**config.mk**
```make
export PLATFORM = sky130hd
export DESIGN_NAME = seven_seg_scan_counter
export DESIGN_NICKNAME = d
export VERILOG_FILES = /design/src/rtl/seven_seg_scan_counter.sv
export SDC_FILE = /design/constraint.sdc
export NUM_CORES = 1
export LEC_CHECK = 0
export ABC_AREA = 1
export CAP_MARGIN = 20
export CORE_AREA = 2 2 87 89
export DETAILED_ROUTE_END_ITERATION = 10
export DIE_AREA = 0 0 89 91
export PLACE_DENSITY = 0.91
export SYNTH_ARGS = -nofsm -noshare
export SYNTH_HDL_FRONTEND = slang
export SYNTH_SLANG_ARGS = --single-unit
```
**constraint.sdc**
```tcl
create_clock -name clk -period 2.3 [get_ports clk]
set_input_delay 0.23 -clock clk [delete_from_list [all_inputs] [get_ports clk]]
set_output_delay 0.23 -clock clk [all_outputs]
set_load 0.01 [all_outputs]
```
**src/rtl/seven_seg_scan_counter.sv**
```systemverilog
// rtl/seven_seg_scan_counter.sv - multi-digit BCD up/down counter with multiplexed seven-segment scan
module seven_seg_scan_counter #(
    parameter int MS_LIMIT = 100000,
    parameter int DIGITS   = 4,
    parameter int TICK_MS  = 1000,
    parameter int SCAN_MS  = 1,
    parameter int BLANK_LZ = 1
) (
    input  logic                  clk,
    input  logic                  rst_n,
    input  logic                  en,
    input  logic                  up_down,
    input  logic                  clear,
    output logic [7:0]            seg,
    output logic [DIGITS-1:0]     an,
    output logic [4*DIGITS-1:0]   count_bcd,
    output logic                  tick
);

    localparam int MS_W   = (MS_LIMIT > 1) ? $clog2(MS_LIMIT) : 1;
    localparam int TICK_W = (TICK_MS  > 1) ? $clog2(TICK_MS)  : 1;
    localparam int SCAN_W = (SCAN_MS  > 1) ? $clog2(SCAN_MS)  : 1;
    localparam int IDX_W  = (DIGITS   > 1) ? $clog2(DIGITS)   : 1;

    logic [MS_W-1:0]     ms_cnt;
    logic [TICK_W-1:0]   tick_cnt;
    logic [SCAN_W-1:0]   scan_cnt;
    logic [IDX_W-1:0]    idx;
    logic                ms_pulse;
    logic                step;
    logic                scan_slot;
    logic [4*DIGITS-1:0] count_inc;
    logic [4*DIGITS-1:0] count_dec;
    logic                carry;
    logic                borrow;
    logic [3:0]          sel_digit;
    logic                sel_blank;
    logic                upper_zero;
    logic [7:0]          seg_next;

    function automatic logic [6:0] decode_digit(input logic [3:0] d);
        case (d)
            4'd0:    decode_digit = 7'h3F;
            4'd1:    decode_digit = 7'h06;
            4'd2:    decode_digit = 7'h5B;
            4'd3:    decode_digit = 7'h4F;
            4'd4:    decode_digit = 7'h66;
            4'd5:    decode_digit = 7'h6D;
            4'd6:    decode_digit = 7'h7D;
            4'd7:    decode_digit = 7'h07;
            4'd8:    decode_digit = 7'h7F;
            4'd9:    decode_digit = 7'h6F;
            default: decode_digit = 7'h00;
        endcase
    endfunction

    assign ms_pulse  = (ms_cnt == MS_W'(MS_LIMIT - 1));
    assign step      = ms_pulse && en && (tick_cnt == TICK_W'(TICK_MS - 1));
    assign scan_slot = ms_pulse && (scan_cnt == SCAN_W'(SCAN_MS - 1));

    always_ff @(posedge clk or negedge rst_n) begin
        if (!rst_n) begin
            ms_cnt <= '0;
        end else if (ms_pulse) begin
            ms_cnt <= '0;
        end else begin
            ms_cnt <= ms_cnt + 1'b1;
        end
    end

    // Clear wins over a coincident step and restarts the full TICK_MS interval.
    always_ff @(posedge clk or negedge rst_n) begin
        if (!rst_n) begin
            tick_cnt  <= '0;
            count_bcd <= '0;
            tick      <= 1'b0;
        end else if (clear) begin
            tick_cnt  <= '0;
            count_bcd <= '0;
            tick      <= 1'b0;
        end else begin
            tick <= step;
            if (ms_pulse && en) begin
                if (step) begin
                    tick_cnt  <= '0;
                    count_bcd <= up_down ? count_inc : count_dec;
                end else begin
                    tick_cnt <= tick_cnt + 1'b1;
                end
            end
        end
    end

    // Ripple carry/borrow through the decades; an all-9s or all-0s count wraps naturally.
    always_comb begin
        count_inc = count_bcd;
        count_dec = count_bcd;
        carry     = 1'b1;
        borrow    = 1'b1;
        for (int i = 0; i < DIGITS; i++) begin
            if (carry) begin
                if (count_inc[4*i +: 4] >= 4'd9) begin
                    count_inc[4*i +: 4] = 4'd0;
                end else begin
                    count_inc[4*i +: 4] = count_inc[4*i +: 4] + 4'd1;
                    carry = 1'b0;
                end
            end
            if (borrow) begin
                if (count_dec[4*i +: 4] == 4'd0) begin
                    count_dec[4*i +: 4] = 4'd9;
                end else begin
                    count_dec[4*i +: 4] = count_dec[4*i +: 4] - 4'd1;
                    borrow = 1'b0;
                end
            end
        end
    end

    // Scanning from the top digit down lets upper_zero mean "this digit and all above are 0".
    always_comb begin
        sel_digit  = 4'd0;
        sel_blank  = 1'b0;
        upper_zero = 1'b1;
        for (int i = DIGITS - 1; i >= 0; i--) begin
            upper_zero = upper_zero && (count_bcd[4*i +: 4] == 4'd0);
            if (idx == IDX_W'(i)) begin
                sel_digit = count_bcd[4*i +: 4];
                sel_blank = (BLANK_LZ != 0) && (i > 0) && upper_zero;
            end
        end
        seg_next = sel_blank ? 8'h00 : {1'b0, decode_digit(sel_digit)};
    end

    always_ff @(posedge clk or negedge rst_n) begin
        if (!rst_n) begin
            scan_cnt <= '0;
            idx      <= '0;
            an       <= '0;
            seg      <= '0;
        end else if (ms_pulse) begin
            if (scan_slot) begin
                scan_cnt <= '0;
                an       <= DIGITS'(1) << idx;
                seg      <= seg_next;
                idx      <= (idx == IDX_W'(DIGITS - 1)) ? '0 : idx + 1'b1;
            end else begin
                scan_cnt <= scan_cnt + 1'b1;
            end
        end
    end

endmodule

```
# Word-level counts from Yosys, hierarchy flattened
# Memories as Yosys holds them, arrays and structs flattened.
# Index checks and enable logic that the tools add are counted.
# Widths: inputs -> output; s select.
# totals
register_bits,59
romBits,112
input_bits,5
out_inout_bits,29
wordCells,102
mem_count,1
# op_classes
addsub,12
magnitude_cmp,4
n_eq_ne,8
shifts,1
mux,44
n_bitwise,1
n_reduce_logical,20
# memory_table
name,depth,word_bits,read_ports,rd_clocked_by_memory_dff,write_ports,line,rtl
(no name shown),16,7,1,0,0,42,case (d)
# op_table
op,n
$mux 4,18
$mux 16,4
$mux 10,3
$add 17x1->17 const B,1
$eq 17x17->1 const B,1
$mux 17,1
$add 4x1->4 const B,4
$ge 4x4->1 const B,4
$logic_not 4->1,4
$mux 1,16
$sub 4x1->4 const B,4
$reduce_and 4->1,3
$add 10x1->10 const B,1
$eq 10x10->1 const B,1
$ne 3x1->1 const B,3
$reduce_bool 3->1,3
$mux 7,1
$logic_and 1x1->1,5
$eq 2x2->1 const B,2
$reduce_and 2->1,2
$reduce_bool 2->1,2
$shl 1x2->4 const A,1
$add 2x1->2 const B,1
$eq 2x1->1 const B,1
4 further kinds,4

# Depth between registers and ports, before layout
# Gate-level depths: netlist of the first run.
# depth
ltp_word,9
mapped_depth,14
depth_no_buf,14

# Worst setup path before layout of the first run
# No wires, ideal clock.
# synth_path
path_kind,reg-to-reg
from,reg idx[0]
to,reg seg[0]
t_arrival_ns,1.703
required_time_ns,2.235
setup_slack_ns,0.532
path_stages_with_launch,14
n_path_buf,0
period_less_slack_ns,1.768
path_cell_list,dfrtp_1 > inv_1 > ha_1 > inv_2 > nand3_1 > nand2_1 > nand2_1 > nand2_1 > inv_1 > ha_1 > nand3b_1 > nand3_1 > nand3_1 > nand2_1
# synth_between
elab_chain_cells,7
word_cells_on_any_way,14
cone_classes,eq/ne (3); mux (9); reduce/logical (1); memory (1)
# synth_lines
element,line,rtl
"start, declared",28,logic [IDX_W-1:0] idx;
"start signal, assigned",146,idx <= (idx == IDX_W'(DIGITS - 1)) ? '0 : idx + 1'b1;
$eq 2x2->1,127,if (idx == IDX_W'(i)) begin
$mux 4 (4 in a row),127,
$mem_v2 16x7,--,
$mux 7 (*),132,"seg_next = sel_blank ? 8'h00 : {1'b0, decode_digit(sel_digit)};"
"end signal, assigned",145,seg <= seg_next;
"end, declared",14,"output logic [7:0] seg,"
# Mark *: on every way between the ends. The rest lies on a longest branch, timed or not.
# A chain may end at the register's enable or synchronous reset.

# Worst setup path in the final report of the first run
# Ends and elaborated chain as after synthesis.

==> flow_summary.html, run 1 <==
<table>
<tr><th>Metric</th><th>Value</th></tr>
<tr><th colspan="2">Setup path</th></tr>
<tr><td>Reg-to-reg setup timing slack</td><td>0.23 ns</td></tr>
<tr><td>Category of the worst setup path launch point</td><td>flip-flop</td></tr>
<tr><td>Largest stage delay on the critical path</td><td>0.43 ns</td></tr>
<tr><td>Worst Reg-to-Reg Cells</td><td>13</td></tr>
<tr><td>Launch point of the worst reg-to-reg path</td><td>idx[0]</td></tr>
<tr><td>Most used cell, CP</td><td>nand2_1</td></tr>
<tr><td>Critical Path End Type</td><td>flip-flop</td></tr>
<tr><td>Cell at the slowest stage of the critical path</td><td>dfrtp_1</td></tr>
<tr><td>Required time of the critical path</td><td>2.60 ns</td></tr>
<tr><td>Arrival time of data at the critical path endpoint</td><td>2.37 ns</td></tr>
<tr><td>Worst Path Class, Setup</td><td>flip-flop to flip-flop</td></tr>
<tr><td>Critical path, cell by cell</td><td>inv_1, ha_1, inv_2, nand3_1, nand2_1, nand2_1, nand2_1, inv_1, ha_1, nand3b_1, nand3_1, nand3_1, nand2_1</td></tr>
<tr><td>Top fanout value on the critical path</td><td>6</td></tr>
<tr><td>End of the worst register-to-register path</td><td>seg[0]</td></tr>
<tr><th colspan="2">Global route</th></tr>
<tr><td>Total Routing Usage GR</td><td>25.6%</td></tr>
<tr><td>Remaining Overflow, GRT</td><td>0</td></tr>
<tr><td>Pin count of the biggest net entering global routing</td><td>29</td></tr>
<tr><td>Number of global-route vias before repair</td><td>3739</td></tr>
<tr><td>Initial antenna violation count</td><td>0</td></tr>
<tr><td>Global-route wire length before repair</td><td>16.5 mm</td></tr>
<tr><th colspan="2">Final layout</th></tr>
<tr><td>Post-layout utilization of the core</td><td>67.2%</td></tr>
<tr><td>Layout area overhead</td><td>15.9%</td></tr>
<tr><td>Fillers</td><td>569</td></tr>
<tr><td>Diode count</td><td>0</td></tr>
<tr><td>Finished Cell Area</td><td>4800 um2</td></tr>
<tr><td># nets final</td><td>660</td></tr>
<tr><td>Fraction of final layout cells sized beyond drive strength 1</td><td>7.39%</td></tr>
<tr><th colspan="2">Placed design</th></tr>
<tr><td>Number of buffers added on ports</td><td>32</td></tr>
<tr><td>Placer Congestion</td><td>0.962</td></tr>
<tr><td>HPWL after detailed placement</td><td>6.86 mm</td></tr>
<tr><td>Placed cell area</td><td>4540 um2</td></tr>
<tr><th colspan="2">Drt</th></tr>
<tr><td>Count of vias placed by the detailed router</td><td>4022</td></tr>
<tr><td>Vias per cell</td><td>5.47</td></tr>
<tr><td>Detailed-router iteration count before antenna repair</td><td>6</td></tr>
<tr><td>Average wire length per cell after detail routing</td><td>13.2 um</td></tr>
<tr><td>Drt total wl</td><td>9.69 mm</td></tr>
<tr><td>Remaining antenna violation count</td><td>0</td></tr>
<tr><td>DR DRC count</td><td>0</td></tr>
<tr><td>Initial DRC Count</td><td>287</td></tr>
<tr><th colspan="2">Synthesis</th></tr>
<tr><td>Number of storage elements in the synthesis netlist</td><td>58</td></tr>
<tr><td>YS warnings</td><td>0</td></tr>
<tr><td>Dominant cell type by area after synthesis</td><td>dfrtp_1</td></tr>
<tr><td>Top post-synthesis cells by area</td><td>dfrtp_1 (35%), nand2_1 (16%), nand3_1 (7.4%), ha_1 (7.3%), inv_1 (6.9%)</td></tr>
<tr><td>Number of different library cells in the post-synthesis netlist</td><td>34</td></tr>
<tr><td>Mapped cell area</td><td>4140 um2</td></tr>
<tr><td>Async SR Flop Fraction</td><td>100%</td></tr>
<tr><td>Mapped Avg Cell Area</td><td>6.97 um2</td></tr>
<tr><td>Most instantiated flip-flop cell in the synthesis netlist</td><td>dfrtp_1</td></tr>
<tr><td>Register area share after synthesis</td><td>35.1%</td></tr>
<tr><td>Number of enable flip-flop cells after synthesis</td><td>0</td></tr>
<tr><td>Yosys top cell area share</td><td>35.1%</td></tr>
<tr><td>Number of instances in the synthesized netlist</td><td>594</td></tr>
<tr><td>Library cell with the highest instance count after synthesis</td><td>nand2_1</td></tr>
<tr><td>Leading post-synthesis cells by instance count</td><td>nand2_1 (173), inv_1 (76), nand3_1 (61)</td></tr>
<tr><td>Synthesized Nets</td><td>623</td></tr>
<tr><th colspan="2">Power</th></tr>
<tr><td>Highest ir drop seen on vdd</td><td>0.582 mV</td></tr>
<tr><td>Power density over the cells</td><td>744 nW/um2</td></tr>
<tr><td>P_leak</td><td>2.43 nW</td></tr>
<tr><td>Design Power</td><td>3.57 mW</td></tr>
<tr><th colspan="2">Clock network</th></tr>
<tr><td>Sinks on Clock Net</td><td>58</td></tr>
<tr><td>Clock tree from TritonCTS</td><td>yes</td></tr>
<tr><td># Post-CTS Setup Buffers</td><td>0</td></tr>
<tr><td>Latest clock arrival within the worst-skew pair</td><td>0.36 ns</td></tr>
<tr><td>Buffer cell driving the clock tree root</td><td>clkbuf_8</td></tr>
<tr><td>Clock buffer count from CTS</td><td>9</td></tr>
<tr><td>Buffer levels on the longest clock path</td><td>2</td></tr>
<tr><td>CTS H-tree depth</td><td>3</td></tr>
<tr><td>Clock input transition at the sequential cells of the worst setup and hold paths</td><td>0.08 ns</td></tr>
<tr><th colspan="2">Timing</th></tr>
<tr><td>Setup Skew</td><td>0.00849 ns</td></tr>
<tr><td>Time the worst path needs with I/O delays and setup</td><td>2.07 ns</td></tr>
<tr><td>Unrepaired setup endpoints after global routing</td><td>false</td></tr>
<tr><td>Worst relative slew slack</td><td>55.9%</td></tr>
<tr><td>Transition time at the pin with the least slew margin</td><td>0.661 ns</td></tr>
<tr><td>Final setup TNS</td><td>0 ns</td></tr>
<tr><td>Final Setup Violations</td><td>0</td></tr>
<tr><td>Final-report max-slew violation count</td><td>0</td></tr>
<tr><td>Endpoints failing hold</td><td>0</td></tr>
<tr><td>Final period util</td><td>90.1%</td></tr>
<tr><td>Maximum clock rate</td><td>0.482 GHz</td></tr>
<tr><th colspan="2">Die</th></tr>
<tr><td>Placement Rows</td><td>31</td></tr>
<tr><td>Die width</td><td>89 um</td></tr>
<tr><td>Initial core utilization</td><td>58.0%</td></tr>
<tr><td>Floorplan die height</td><td>91 um</td></tr>
<tr><td>Core Footprint</td><td>7140 um2</td></tr>
<tr><td>Total I/O pin count</td><td>34</td></tr>
<tr><td>Full die area</td><td>8100 um2</td></tr>
<tr><th colspan="2">Worst hold path</th></tr>
<tr><td>Hold Path Class</td><td>input pin to asynchronous set/reset pin</td></tr>
<tr><th colspan="2">Status</th></tr>
<tr><td>Outcome</td><td>completed</td></tr>
<tr><th colspan="2">Flow run</th></tr>
<tr><td>Number of max-cap violations</td><td>0</td></tr>
</table>
flip-flops by register name (all words and copies together), names as in the netlist:
signal / flops
scan_cnt: 1
seg: 7
ms_cnt: 17
an: 4
idx: 2
tick_cnt: 10
count_bcd: 16
tick: 1
worst max-delay path by stage:
stage	from	to
4_1_cts	idx[1]	seg[0]
3_5_place_dp	idx[1]	seg[0]
3_3_place_gp	idx[1]	seg[0]
2_1_floorplan	idx[0]	seg[0]
5_1_grt	idx[0]	seg[0]
6_report	idx[0]	seg[0]
through the flow:
stage / cells / hold slack, ns / setup slack [ns]
after floorplan: 594 / -0.0656 / 0.532
after global placement: 718 / 0.278 / 0.380
after detailed placement: 718 / 0.289 / 0.259
after CTS: 735 / 0.449 / 0.256
after global routing: 735 / 0.500 / 0.0314
final: 735 / 0.438 / 0.227
power by group:
part           switching (mW)  internal (mW)  leakage [nW]
Clock                   0.459          0.723         0.117
Combinational           0.644          0.447          1.53
Sequential              0.191           1.10         0.785
Total                    1.29           2.27          2.43
kinds of logic (layout without fill, tap and decap cells):
family / Yosys count / in the layout / share of synthesized area [%]
other: 1 / 1 / 0.0906
flip-flops: 58 / 58 / 35.1
XOR/XNOR: 21 / 21 / 4.44
AO/OA/AOI/OAI: 63 / 63 / 8.46
AND/OR/NAND/NOR: 331 / 331 / 35.3
adder cells (fa/ha/maj): 24 / 24 / 7.26
buffers and inverters: 96 / 138 / 9.34
critical path: cells and delay by family, from the launching register on:
family	cells	cell delay [ns]
and+or+nand+nor	8	0.77
DFF	1	0.43
adders and majority gates	2	0.48
buffers and inverters	3	0.34
layout make-up:
| cell class | count | area [um2] | share of cell area, % |
|---|---|---|---|
| Tap cell | 99 | 124 | 2.58 |
| Clock buffer | 10 | 128 | 2.66 |
| Multi-Input combinational cell | 440 | 2300 | 48.0 |
| Clock inverter | 6 | 115 | 2.40 |
| Inverter | 85 | 319 | 6.65 |
| Timing Repair Buffer | 37 | 355 | 7.41 |
| Sequential cell | 58 | 1450 | 30.3 |
routing by layer:
layer  up-vias  GRT usage [%]  share of wire (%)  wire [um]
met5         -              0                  0          0
met4         0           12.2                2.9        283
met3        32           4.55                6.9        665
met2       177           38.6                 46       4420
met1      1853           35.2                 45       4320
li1       1960              -                  -          -
cells in the final DEF, fill, tap and decap left out, types with 12 or more instances in the layout:
| cell type | count |
|---|---|
| inv_1 | 76 |
| nand4_1 | 14 |
| xor2_1 | 15 |
| clkdlybuf4s50_1 | 31 |
| a21oi_1 | 12 |
| nand2_1 | 173 |
| ha_1 | 23 |
| nand3_1 | 61 |
| o21ai_0 | 34 |
| nor2_1 | 59 |
| dfrtp_1 | 58 |
repair_timing:
item / 4_1_cts / 5_1_grt
resized for setup: 0 / 1
hold buffers: 1 / 0
hold endpoints to repair: 26 / 0
endpoints found under the setup margin: 0 / 1
Power figures use the tool's default switching activity.
==> run 2: changes to the inputs <==
==> config.mk (replaced) <==
export PLATFORM = sky130hd
export DESIGN_NAME = seven_seg_scan_counter
export DESIGN_NICKNAME = d
export VERILOG_FILES = /design/src/rtl/seven_seg_scan_counter.sv
export SDC_FILE = /design/constraint.sdc
export NUM_CORES = 1
export LEC_CHECK = 0
export CAP_MARGIN = 20
export CORE_AREA = 2 2 84 86
export DETAILED_ROUTE_END_ITERATION = 10
export DIE_AREA = 0 0 86 88
export PLACE_DENSITY = 0.9
export SYNTH_ARGS = -nofsm -noshare
export SYNTH_HDL_FRONTEND = slang
export SYNTH_SLANG_ARGS = --single-unit
==> run 2 against run 1 <==
Against the previous run: register-to-register slack got worse by 0.29 ns; the run now ends with setup timing left; critical path depth down 7; die area decreased by 6.6%; worst setup slack got worse by 0.29 ns; sequential share of layout area is 0.70 points lower; flip-flop and latch count is the same; combinational power is 42% higher; wire length is 9.3% higher.
==> flow_summary.html, run 2 <==
<table>
<tr><th>Metric</th><th>Value</th></tr>
<tr><th colspan="2">Clock network</th></tr>
<tr><td>Clock input transition at the sequential cells of the worst setup and hold paths</td><td>0.08 ns</td></tr>
<tr><td>CTS H-tree depth</td><td>3</td></tr>
<tr><td>Latest clock arrival within the worst-skew pair</td><td>0.36 ns</td></tr>
<tr><td>Clock tree from TritonCTS</td><td>yes</td></tr>
<tr><td>Buffer cell driving the clock tree root</td><td>clkbuf_8</td></tr>
<tr><td>Sinks on Clock Net</td><td>58</td></tr>
<tr><td>Buffer levels on the longest clock path</td><td>2</td></tr>
<tr><td>Clock buffer count from CTS</td><td>9</td></tr>
<tr><th colspan="2">Synthesis</th></tr>
<tr><td>Register area share after synthesis</td><td>38.3%</td></tr>
<tr><td>Number of different library cells in the post-synthesis netlist</td><td>65</td></tr>
<tr><td>Number of enable flip-flop cells after synthesis</td><td>0</td></tr>
<tr><td>Library cell with the highest instance count after synthesis</td><td>dfrtp_1</td></tr>
<tr><td>Synthesized Nets</td><td>457</td></tr>
<tr><td>Mapped Avg Cell Area</td><td>8.86 um2</td></tr>
<tr><td>Most instantiated flip-flop cell in the synthesis netlist</td><td>dfrtp_1</td></tr>
<tr><td>Number of instances in the synthesized netlist</td><td>428</td></tr>
<tr><td>Number of storage elements in the synthesis netlist</td><td>58</td></tr>
<tr><td>YS warnings</td><td>0</td></tr>
<tr><td>Adder-Cell Fraction of Synth Area</td><td>7.92%</td></tr>
<tr><td>Leading post-synthesis cells by instance count</td><td>dfrtp_1 (58), nand2_1 (38), a21oi_1 (36)</td></tr>
<tr><td>Post-Synth XOR/XNOR Area</td><td>3.69%</td></tr>
<tr><td>Top post-synthesis cells by area</td><td>dfrtp_1 (38%), ha_1 (7.9%), a21oi_1 (4.7%), nand2_1 (3.8%), nand3_1 (3.0%)</td></tr>
<tr><td>Dominant cell type by area after synthesis</td><td>dfrtp_1</td></tr>
<tr><td>Mapped cell area</td><td>3790 um2</td></tr>
<tr><td>Yosys top cell area share</td><td>38.3%</td></tr>
<tr><td>Area share of and/or/nand/nor cells after synthesis</td><td>25.2%</td></tr>
<tr><td>Combinational family with the most area after synthesis</td><td>simple AND/OR/NAND/NOR gates</td></tr>
<tr><td>Portion of netlist area occupied by mux cells</td><td>0.825%</td></tr>
<tr><td>Fraction of the mapped netlist area in compound gates</td><td>19.4%</td></tr>
<tr><td>Async SR Flop Fraction</td><td>100%</td></tr>
<tr><th colspan="2">Final layout</th></tr>
<tr><td>Fraction of final layout cells sized beyond drive strength 1</td><td>24.2%</td></tr>
<tr><td># nets final</td><td>532</td></tr>
<tr><td>Final cell count without fillers</td><td>588</td></tr>
<tr><td>Top register by number of flip-flops</td><td>ms_cnt</td></tr>
<tr><td>Most common cell after layout, fill and taps aside</td><td>buf_4</td></tr>
<tr><td>Diode count</td><td>0</td></tr>
<tr><td>Fillers</td><td>434</td></tr>
<tr><td>Largest registers</td><td>ms_cnt: 17 flops, count_bcd: 16 flops, tick_cnt: 10 flops</td></tr>
<tr><td>Max FFs per register</td><td>17</td></tr>
<tr><td>Layout area overhead</td><td>30.1%</td></tr>
<tr><td>Most frequent cells in the layout</td><td>buf_4 (53), dfrtp_1 (52), nand2_1 (38), a21oi_1 (34), clkdlybuf4s50_1 (31)</td></tr>
<tr><th colspan="2">Setup path</th></tr>
<tr><td>Required time of the critical path</td><td>2.58 ns</td></tr>
<tr><td>Worst Path Class, Setup</td><td>flip-flop to flip-flop</td></tr>
<tr><td>Arrival time of data at the critical path endpoint</td><td>2.64 ns</td></tr>
<tr><td>Crit-path leading delay family</td><td>simple AND/OR/NAND/NOR gates</td></tr>
<tr><td>Startpoint of the most critical setup path</td><td>ms_cnt[6]</td></tr>
<tr><td>Largest stage delay on the critical path</td><td>0.56 ns</td></tr>
<tr><td>Reg-to-reg setup timing slack</td><td>-0.06 ns</td></tr>
<tr><td>Critical Path End Type</td><td>flip-flop</td></tr>
<tr><td>Critical path, cell by cell</td><td>or4b_4, buf_4, nor4_2, a21oi_2, or4_1, a21oi_1</td></tr>
<tr><td>Critical Path Sink</td><td>tick_cnt[6]</td></tr>
<tr><td>Launch point of the worst reg-to-reg path</td><td>ms_cnt[6]</td></tr>
<tr><td>End of the worst register-to-register path</td><td>tick_cnt[6]</td></tr>
<tr><td>Stages on the worst setup path</td><td>6</td></tr>
<tr><td>Top fanout value on the critical path</td><td>5</td></tr>
<tr><td>Category of the worst setup path launch point</td><td>flip-flop</td></tr>
<tr><td>Cell at the slowest stage of the critical path</td><td>or4b_4</td></tr>
<tr><td>Worst Reg-to-Reg Cells</td><td>6</td></tr>
<tr><td>CP bufs+invs</td><td>1</td></tr>
<tr><th colspan="2">Power</th></tr>
<tr><td>Share of total power in sequential cells</td><td>32.8%</td></tr>
<tr><td>Share of total power in the clock network</td><td>25.6%</td></tr>
<tr><td>P_leak</td><td>2.10 nW</td></tr>
<tr><td>Highest ir drop seen on vdd</td><td>0.330 mV</td></tr>
<tr><td>Combinational Power Share</td><td>41.6%</td></tr>
<tr><td>Power density over the cells</td><td>755 nW/um2</td></tr>
<tr><td>Pint</td><td>2.35 mW</td></tr>
<tr><td>Switching Fraction</td><td>36.8%</td></tr>
<tr><td>Net Sw Power</td><td>1.37 mW</td></tr>
<tr><th colspan="2">Flow run</th></tr>
<tr><td>Number of max-cap violations</td><td>0</td></tr>
<tr><th colspan="2">Worst hold path</th></tr>
<tr><td>Hold Path Class</td><td>input pin to asynchronous set/reset pin</td></tr>
<tr><th colspan="2">Placed design</th></tr>
<tr><td>Number of cells after detailed placement</td><td>563</td></tr>
<tr><td>Number of buffers added on ports</td><td>32</td></tr>
<tr><td>HPWL after detailed placement</td><td>7.01 mm</td></tr>
<tr><td>Placer Congestion</td><td>0.929</td></tr>
<tr><th colspan="2">Timing</th></tr>
<tr><td>Maximum clock rate</td><td>0.424 GHz</td></tr>
<tr><td>Time the worst path needs with I/O delays and setup</td><td>2.36 ns</td></tr>
<tr><td>Final Setup Violations</td><td>1</td></tr>
<tr><td>Hold WS</td><td>0.413 ns</td></tr>
<tr><td>Final period util</td><td>103%</td></tr>
<tr><td>Post-route worst setup slack</td><td>-0.0604 ns</td></tr>
<tr><td>Transition time at the pin with the least slew margin</td><td>0.633 ns</td></tr>
<tr><td>Endpoints failing hold</td><td>0</td></tr>
<tr><td>Final-report max-slew violation count</td><td>0</td></tr>
<tr><td>Setup Skew</td><td>0.0117 ns</td></tr>
<tr><td>Worst relative slew slack</td><td>57.4%</td></tr>
<tr><th colspan="2">Global route</th></tr>
<tr><td>Remaining Overflow, GRT</td><td>0</td></tr>
<tr><td>Number of global-route vias before repair</td><td>3737</td></tr>
<tr><td>Pin count of the biggest net entering global routing</td><td>25</td></tr>
<tr><td>Global-route wire length before repair</td><td>16.8 mm</td></tr>
<tr><td>Total Routing Usage GR</td><td>28.0%</td></tr>
<tr><td>Initial antenna violation count</td><td>0</td></tr>
<tr><th colspan="2">Drt</th></tr>
<tr><td>DR DRC count</td><td>0</td></tr>
<tr><td>Remaining antenna violation count</td><td>0</td></tr>
<tr><td>Drt total wl</td><td>10.6 mm</td></tr>
<tr><td>Average wire length per cell after detail routing</td><td>18.0 um</td></tr>
<tr><td>Initial DRC Count</td><td>308</td></tr>
<tr><td>Vias per cell</td><td>6.46</td></tr>
<tr><td>Count of vias placed by the detailed router</td><td>3797</td></tr>
<tr><td>Detailed-router iteration count before antenna repair</td><td>5</td></tr>
<tr><th colspan="2">Die</th></tr>
<tr><td>Total I/O pin count</td><td>34</td></tr>
<tr><td>Floorplan die height</td><td>88 um</td></tr>
<tr><td>Die width</td><td>86 um</td></tr>
<tr><td>Initial core utilization</td><td>57.1%</td></tr>
<tr><td>Full die area</td><td>7570 um2</td></tr>
<tr><td>Placement Rows</td><td>30</td></tr>
<tr><td>Core Footprint</td><td>6640 um2</td></tr>
<tr><th colspan="2">Status</th></tr>
<tr><td>Outcome</td><td>complete, but fails checks</td></tr>
<tr><td>Violated checks</td><td>setup timing</td></tr>
</table>
[run 2: cell types whose count changed after synthesis, moves of 14 or more]
cell | previous run | this run
nand2_1 | 173 | 38
inv_1 | 76 | 20
nand3_1 | 61 | 23
nor2_1 | 59 | 25
a21oi_1 | 12 | 36
clkbuf_1 | 2 | 20
o21ai_0 | 34 | 20
[run 2: timing repair]
item | in CTS | in global routing
hold endpoints to repair | 22 | 0
resized for setup | 7 | 27
buffers inserted | 2 | 6
endpoints found under the setup margin | 15 | 27
hold buffers | 1 | 0
pin swaps | 4 | 8
[run 2: kinds of logic (layout without fill, tap and decap cells)]
| family | after synthesis | count (layout) |
|---|---|---|
| buffers and inverters | 43 | 123 |
| xor gates and xnor gates | 16 | 16 |
| adders and majority gates | 24 | 24 |
| and+or+nand+nor | 170 | 170 |
| muxes | 3 | 3 |
| other | 1 | 1 |
| AOI/OAI and AO/OA | 113 | 113 |
| DFF | 58 | 58 |
[run 2: how the worst min path moves through the flow]
stage / from / endpoint / depth (start not counted)
6_report: rst_n / count_bcd[7] / 2
5_1_grt: rst_n / count_bcd[7] / 2
4_1_cts: rst_n / count_bcd[7] / 2
3_5_place_dp: rst_n / count_bcd[6] / 1
3_3_place_gp: rst_n / count_bcd[6] / 1
2_1_floorplan: rst_n / an[0] / 0
[run 2: routing by layer]
layer / wire length (um) / track usage [%]
met5: 0 / 0
met4: 371 / 15.9
met3: 606 / 5.56
met2: 5600 / 49.8
met1: 4010 / 31.3
[run 2: layout make-up]
type | count | area [um2] | area share [%]
Multi-Input combinational cell | 327 | 2370 | 48.1
Timing Repair Buffer | 87 | 734 | 14.9
Tap cell | 80 | 100 | 2.03
Inverter | 20 | 75.1 | 1.52
Clock buffer | 9 | 124 | 2.51
Sequential cell | 58 | 1460 | 29.6
Clock inverter | 7 | 68.8 | 1.39
[run 2: power by group through the flow]
| stage | registers (mW) | clock network [mW] | logic, mW |
|---|---|---|---|
| 5_1_grt | 1.23 | 1.00 | 1.68 |
| 3_3_place_gp | 1.23 | 0 | 1.36 |
| 4_1_cts | 1.21 | 0.961 | 1.46 |
| 2_1_floorplan | 1.29 | 0 | 0.777 |
| 6_report | 1.22 | 0.955 | 1.55 |
| 3_5_place_dp | 1.23 | 0 | 1.42 |
[run 2: worst reg2reg max path, stage by stage (launching register included)]
cell     delay (ns)
dfrtp_1        0.43
or4b_4         0.56
buf_4          0.15
nor4_2         0.27
a21oi_2        0.15
or4_1          0.53
a21oi_1        0.19
[run 2: per-stage QoR]
stage	power, mW	util, %	setup WS, ns	setup TNS [ns]	area [um2]
6_report	3.72	74.3	-0.0604	-0.0604	4930
5_1_grt	3.92	74.3	-0.0687	-0.282	4930
4_1_cts	3.63	71.8	0.0145	0	4770
3_5_place_dp	2.65	67.9	-0.0628	-0.139	4510
3_3_place_gp	2.59	67.9	0.0614	0	4510
2_1_floorplan	2.07	-	0.00494	0	3850
==> patch 1, RTL diff (flow settings as in run 1) <==
Put one more register stage on the output `seg`, without a reset. The value now appears one clock later. The other outputs are not delayed to match.
--- a/src/rtl/seven_seg_scan_counter.sv
+++ b/src/rtl/seven_seg_scan_counter.sv
@@ -23,2 +23,4 @@
     localparam int IDX_W  = (DIGITS   > 1) ? $clog2(DIGITS)   : 1;
+
+    logic [7:0] seg_s0;
 
@@ -139,3 +141,3 @@
             an       <= '0;
-            seg      <= '0;
+            seg_s0   <= '0;
         end else if (ms_pulse) begin
@@ -144,3 +146,3 @@
                 an       <= DIGITS'(1) << idx;
-                seg      <= seg_next;
+                seg_s0   <= seg_next;
                 idx      <= (idx == IDX_W'(DIGITS - 1)) ? '0 : idx + 1'b1;
@@ -152,2 +154,6 @@
 
+    always_ff @(posedge clk) begin
+        seg <= seg_s0;
+    end
+
 endmodule
Function: same outputs for any inputs over 10 cycles, from zero or initial values and one cycle with rst_n low; that may be too few to reach the edited logic, so the function may still have changed.
==> patch 1 against run 1 <==
- via count shrank 2.5%
- worst setup slack gained 0.078 ns
- sequential power grew 12%
- highest routed layer unchanged
- synthesized area grew 2.0%
- sequential cell count grew 7
- power grew 3.8%
- critical path type unchanged
- utilization grew 0.81 points
- largest cell class unchanged
- routed wire length shrank 1.0%
- critical endpoint is now seg_s0[5]$_DFFE_PN0P_
- design area grew 1.2%
- non-clock buffer count grew 1
- combinational power grew 10%
==> patch 1: results <==
group,metric,value,unit
logic_synthesis,synth.top_cells.by_count,"nand2_1 (166), inv_1 (76), nand3_1 (61)",
detailed_routing,dr.pass1.iters,5,
worst_setup_path,timing.rr.start,"idx[1]$_DFFE_PN0P_",
logic_synthesis,synth_cell_types,36,
global_routing,grt_util_met2,42.8,%
global_routing,use_met3,5.36,%
placement,dp_slack,0.300,ns
global_routing,grt_util_met1,31.2,%
global_routing,grt_util_all_layers,25.5,%
logic_synthesis,async_reset_ff_share,89.2,%
worst_setup_path,cpPeakStageDelay,0.41,ns
worst_setup_path,ff2ff_path_depth,12,
placement,place.gp.congestion,0.932,
detailed_routing,wl_per_cell,13.2,um
power,intPower,2.33,mW
logic_synthesis,synth_compound_area_share,7.47,%
global_routing,grt_pass1_vias,3872,
status,status,"complete, no violations",
global_routing,grt_max_degree,28,
worst_hold_path,hold_path.class,"reg2reg",
detailed_routing,wl_met2,4800,um
placement,placed_area,0.00463,mm^2
power,pwr-share-seq,39.0,%
worst_setup_path,arrival,2.29,ns
detailed_routing,vias_per_cell,5.41,
power,combPwrFrac,32.3,%
final_layout,nNetsFinal,650,
worst_setup_path,r2r-end,"seg_s0[5]$_DFFE_PN0P_",
worst_setup_path,path_max_fanout,7,
logic_synthesis,syn-num-nets,611,
## patch 1: final cells by class
type	count	area [um^2]	area share [%]
Tap cell	99	124	2.55
Clock buffer	10	128	2.63
Multi-Input combinational cell	427	2260	46.7
Clock inverter	6	82.6	1.70
Sequential cell	65	1590	32.8
Timing Repair Buffer	38	363	7.48
Inverter	80	300	6.19
## patch 1: worst max-delay path by stage
| stage | startpoint | end | slack, ns | cells past startpoint |
|---|---|---|---|---|
| after floorplan | idx[0]$_DFFE_PN0P_ | seg_s0[3]$_DFFE_PN0P_ | 0.50 | 11 |
| after global placement | idx[0]$_DFFE_PN0P_ | seg_s0[3]$_DFFE_PN0P_ | 0.40 | 12 |
| after detailed placement | idx[0]$_DFFE_PN0P_ | seg_s0[0]$_DFFE_PN0P_ | 0.30 | 13 |
| after CTS | idx[0]$_DFFE_PN0P_ | seg_s0[3]$_DFFE_PN0P_ | 0.28 | 12 |
| after global routing | idx[0]$_DFFE_PN0P_ | seg_s0[0]$_DFFE_PN0P_ | 0.05 | 14 |
| final | idx[1]$_DFFE_PN0P_ | seg_s0[5]$_DFFE_PN0P_ | 0.30 | 12 |
## patch 1: timing repair
| item | CTS | global route |
|---|---|---|
| endpoints found under the setup margin | 0 | 1 |
| endpoints found under the hold margin | 25 | 0 |
| hold buffers | 1 | 0 |
| resized for setup | 0 | 1 |
| buffers inserted | 0 | 0 |
## patch 1: cells by family (layout without fill, tap and decap cells)
| family | Yosys count | after routing |
|---|---|---|
| AND/OR/NAND/NOR | 324 | 324 |
| other | 1 | 1 |
| AO/OA/AOI/OAI | 58 | 58 |
| flip-flops | 65 | 65 |
| buffers and inverters | 90 | 134 |
| XOR/XNOR | 20 | 20 |
| adder cells (fa/ha/maj) | 24 | 24 |
==> patch 2, RTL diff (config.mk and constraints of run 1) <==
Made on the original files. Change the parameter `MS_LIMIT` from 100000 to 25000.
--- a/src/rtl/seven_seg_scan_counter.sv
+++ b/src/rtl/seven_seg_scan_counter.sv
@@ -2,3 +2,3 @@
 module seven_seg_scan_counter #(
-    parameter int MS_LIMIT = 100000,
+    parameter int MS_LIMIT = 25000,
     parameter int DIGITS   = 4,
Check against the original RTL: same outputs for any inputs over 10 cycles, from zero or initial values and one cycle with rst_n low; that may be too few to reach the edited logic, so the function may still have changed.
==> patch 2 against run 1 <==
- sequential cell count fell by 2
- power down 10%
- critical path type unchanged
- critical path depth rose by 1
- synthesized area shrank 1.5%
- largest power group unchanged
- design area fell by 4.5%
- highest routed layer unchanged
- maximum frequency decreased by 0.67%
- largest cell class unchanged
- worst setup slack got worse by 0.014 ns
- routed wire length shrank 3.9%
==> patch 2: results <==
group,metric,value,unit
final_layout,nNetsFinal,633,
status,status,"complete, no violations",
logic_synthesis,synth.top_cells.by_count,"nand2_1 (163), nand3_1 (70), inv_1 (62)",
final_layout,nFillCells,680,
logic_synthesis,synth_seq_area_share,34.4,%
detailed_routing,wirelength,9310,um
power,intPower,1.92,mW
logic_synthesis,synth_xor_area_share,4.08,%
worst_setup_path,r2r-end,"seg[5]$_DFFE_PN0P_",
logic_synthesis,synth_compound_area_share,8.72,%
placement,io_buffer_count,32,
final_layout,multi_input_area,0.00232,mm^2
placement,placed_area,0.00447,mm^2
worst_setup_path,ff2ff_path_depth,14,
detailed_routing,dr_total_vias,3821,
detailed_routing,drtIter0Drc,285,
final_layout,largest_registers,"count_bcd x16, ms_cnt x15, tick_cnt x10",
logic_synthesis,syn-num-nets,601,
global_routing,grt_util_all_layers,24.5,%
cts,htreeDepth,2,
cts,numCtsBuffers,5,
worst_setup_path,arrival,2.34,ns
cts,clock_latency,0.31,ns
placement,dp_hpwl,7210,um
global_routing,grt_pass1_wl,16100,um
worst_setup_path,path_max_fanout,9,
logic_synthesis,yosys-top-cells-area,"dfrtp_1 (34%), nand2_1 (15%), nand3_1 (8.6%), ha_1 (7.4%), inv_1 (5.7%)",
power,leakage,2.29,nW
placement,place.gp.congestion,0.925,
final_layout,layout-drive-gt1-share,7.79,%
cts,clk_pin_slew,0.10,ns
sta,skew,0.00381,ns
global_routing,grt_max_degree,30,
global_routing,grt_pass1_vias,3650,
logic_synthesis,synth_cell_types,38,
logic_synthesis,synth_adder_area_share,7.37,%
[patch 2: worst max-delay path by stage]
stage / start / endpoint / slack (ns) / cells past startpoint
global route: idx[0]$_DFFE_PN0P_ / seg[6]$_DFFE_PN0P_ / 0.009 / 14
CTS: idx[0]$_DFFE_PN0P_ / seg[5]$_DFFE_PN0P_ / 0.13 / 14
global placement: idx[0]$_DFFE_PN0P_ / seg[6]$_DFFE_PN0P_ / 0.28 / 14
floorplan: idx[0]$_DFFE_PN0P_ / seg[3]$_DFFE_PN0P_ / 0.40 / 14
finish: idx[0]$_DFFE_PN0P_ / seg[5]$_DFFE_PN0P_ / 0.21 / 14
detailed placement: idx[0]$_DFFE_PN0P_ / seg[5]$_DFFE_PN0P_ / 0.14 / 14
[patch 2: area by class of cell]
cell class | count | share of cell area [%]
flip-flops and latches | 56 | 30.6
well taps | 99 | 2.70
inverters | 71 | 5.85
multi-input cells | 431 | 50.6
clock buffers | 5 | 1.50
clock inverters | 1 | 0.656
repair buffers | 39 | 8.09
[patch 2: metal layers]
metal  wire length, um  up-vias  part of all wire, %  GRT usage (%)
li1                  -     1913                    -              -
met1              3920     1775                   42           29.6
met2              4810      113                   52           44.5
met3               411       20                  4.4           3.55
met4               161        0                  1.7           6.47
met5                 0        -                    0              0
[patch 2: critical path, cell delays in order (launching register included)]
cell and delay [ns]:
dfrtp_1 0.41, inv_1 0.13, ha_2 0.27, inv_1 0.12
nand3_1 0.09, nand2_1 0.06, nand2_1 0.06, nand2_1 0.05
nand2_1 0.15, inv_1 0.09, ha_1 0.20, nand3b_1 0.17
nand3_1 0.08, nand3_1 0.08, nand2_1 0.08
[patch 2: stage by stage]
stage / instances / hold slack [ns] / worst slack (ns)
after floorplan: 572 / -0.0656 / 0.396
after global placement: 695 / 0.0630 / 0.279
after detailed placement: 695 / 0.0609 / 0.137
after CTS: 702 / 0.260 / 0.127
after global routing: 702 / 0.276 / 0.00910
final: 702 / 0.260 / 0.213
[patch 2: cells by family after synthesis]
| logic type | after synthesis |
|---|---|
| DFF | 56 |
| other | 1 |
| and+or+nand+nor | 323 |
| AOI/OAI and AO/OA | 64 |
| buffers and inverters | 85 |
| xor gates and xnor gates | 19 |
| adders and majority gates | 24 |
[patch 2: power groups by stage]
stage	Combinational [mW]	Sequential, mW	Clock, mW
3_5_place_dp	1.26	1.32	0
3_3_place_gp	1.21	1.32	0
4_1_cts	1.27	1.30	0.641
5_1_grt	1.42	1.32	0.671
6_report	1.27	1.31	0.629
2_1_floorplan	0.875	1.25	0
[patch 2: timing repair]
item / 4_1_cts / 5_1_grt
gates resized for setup: 0 / 2
hold buffers: 1 / 0
setup endpoints to repair: 0 / 6
endpoints found under the hold margin: 5 / 0
buffers inserted: 0 / 0
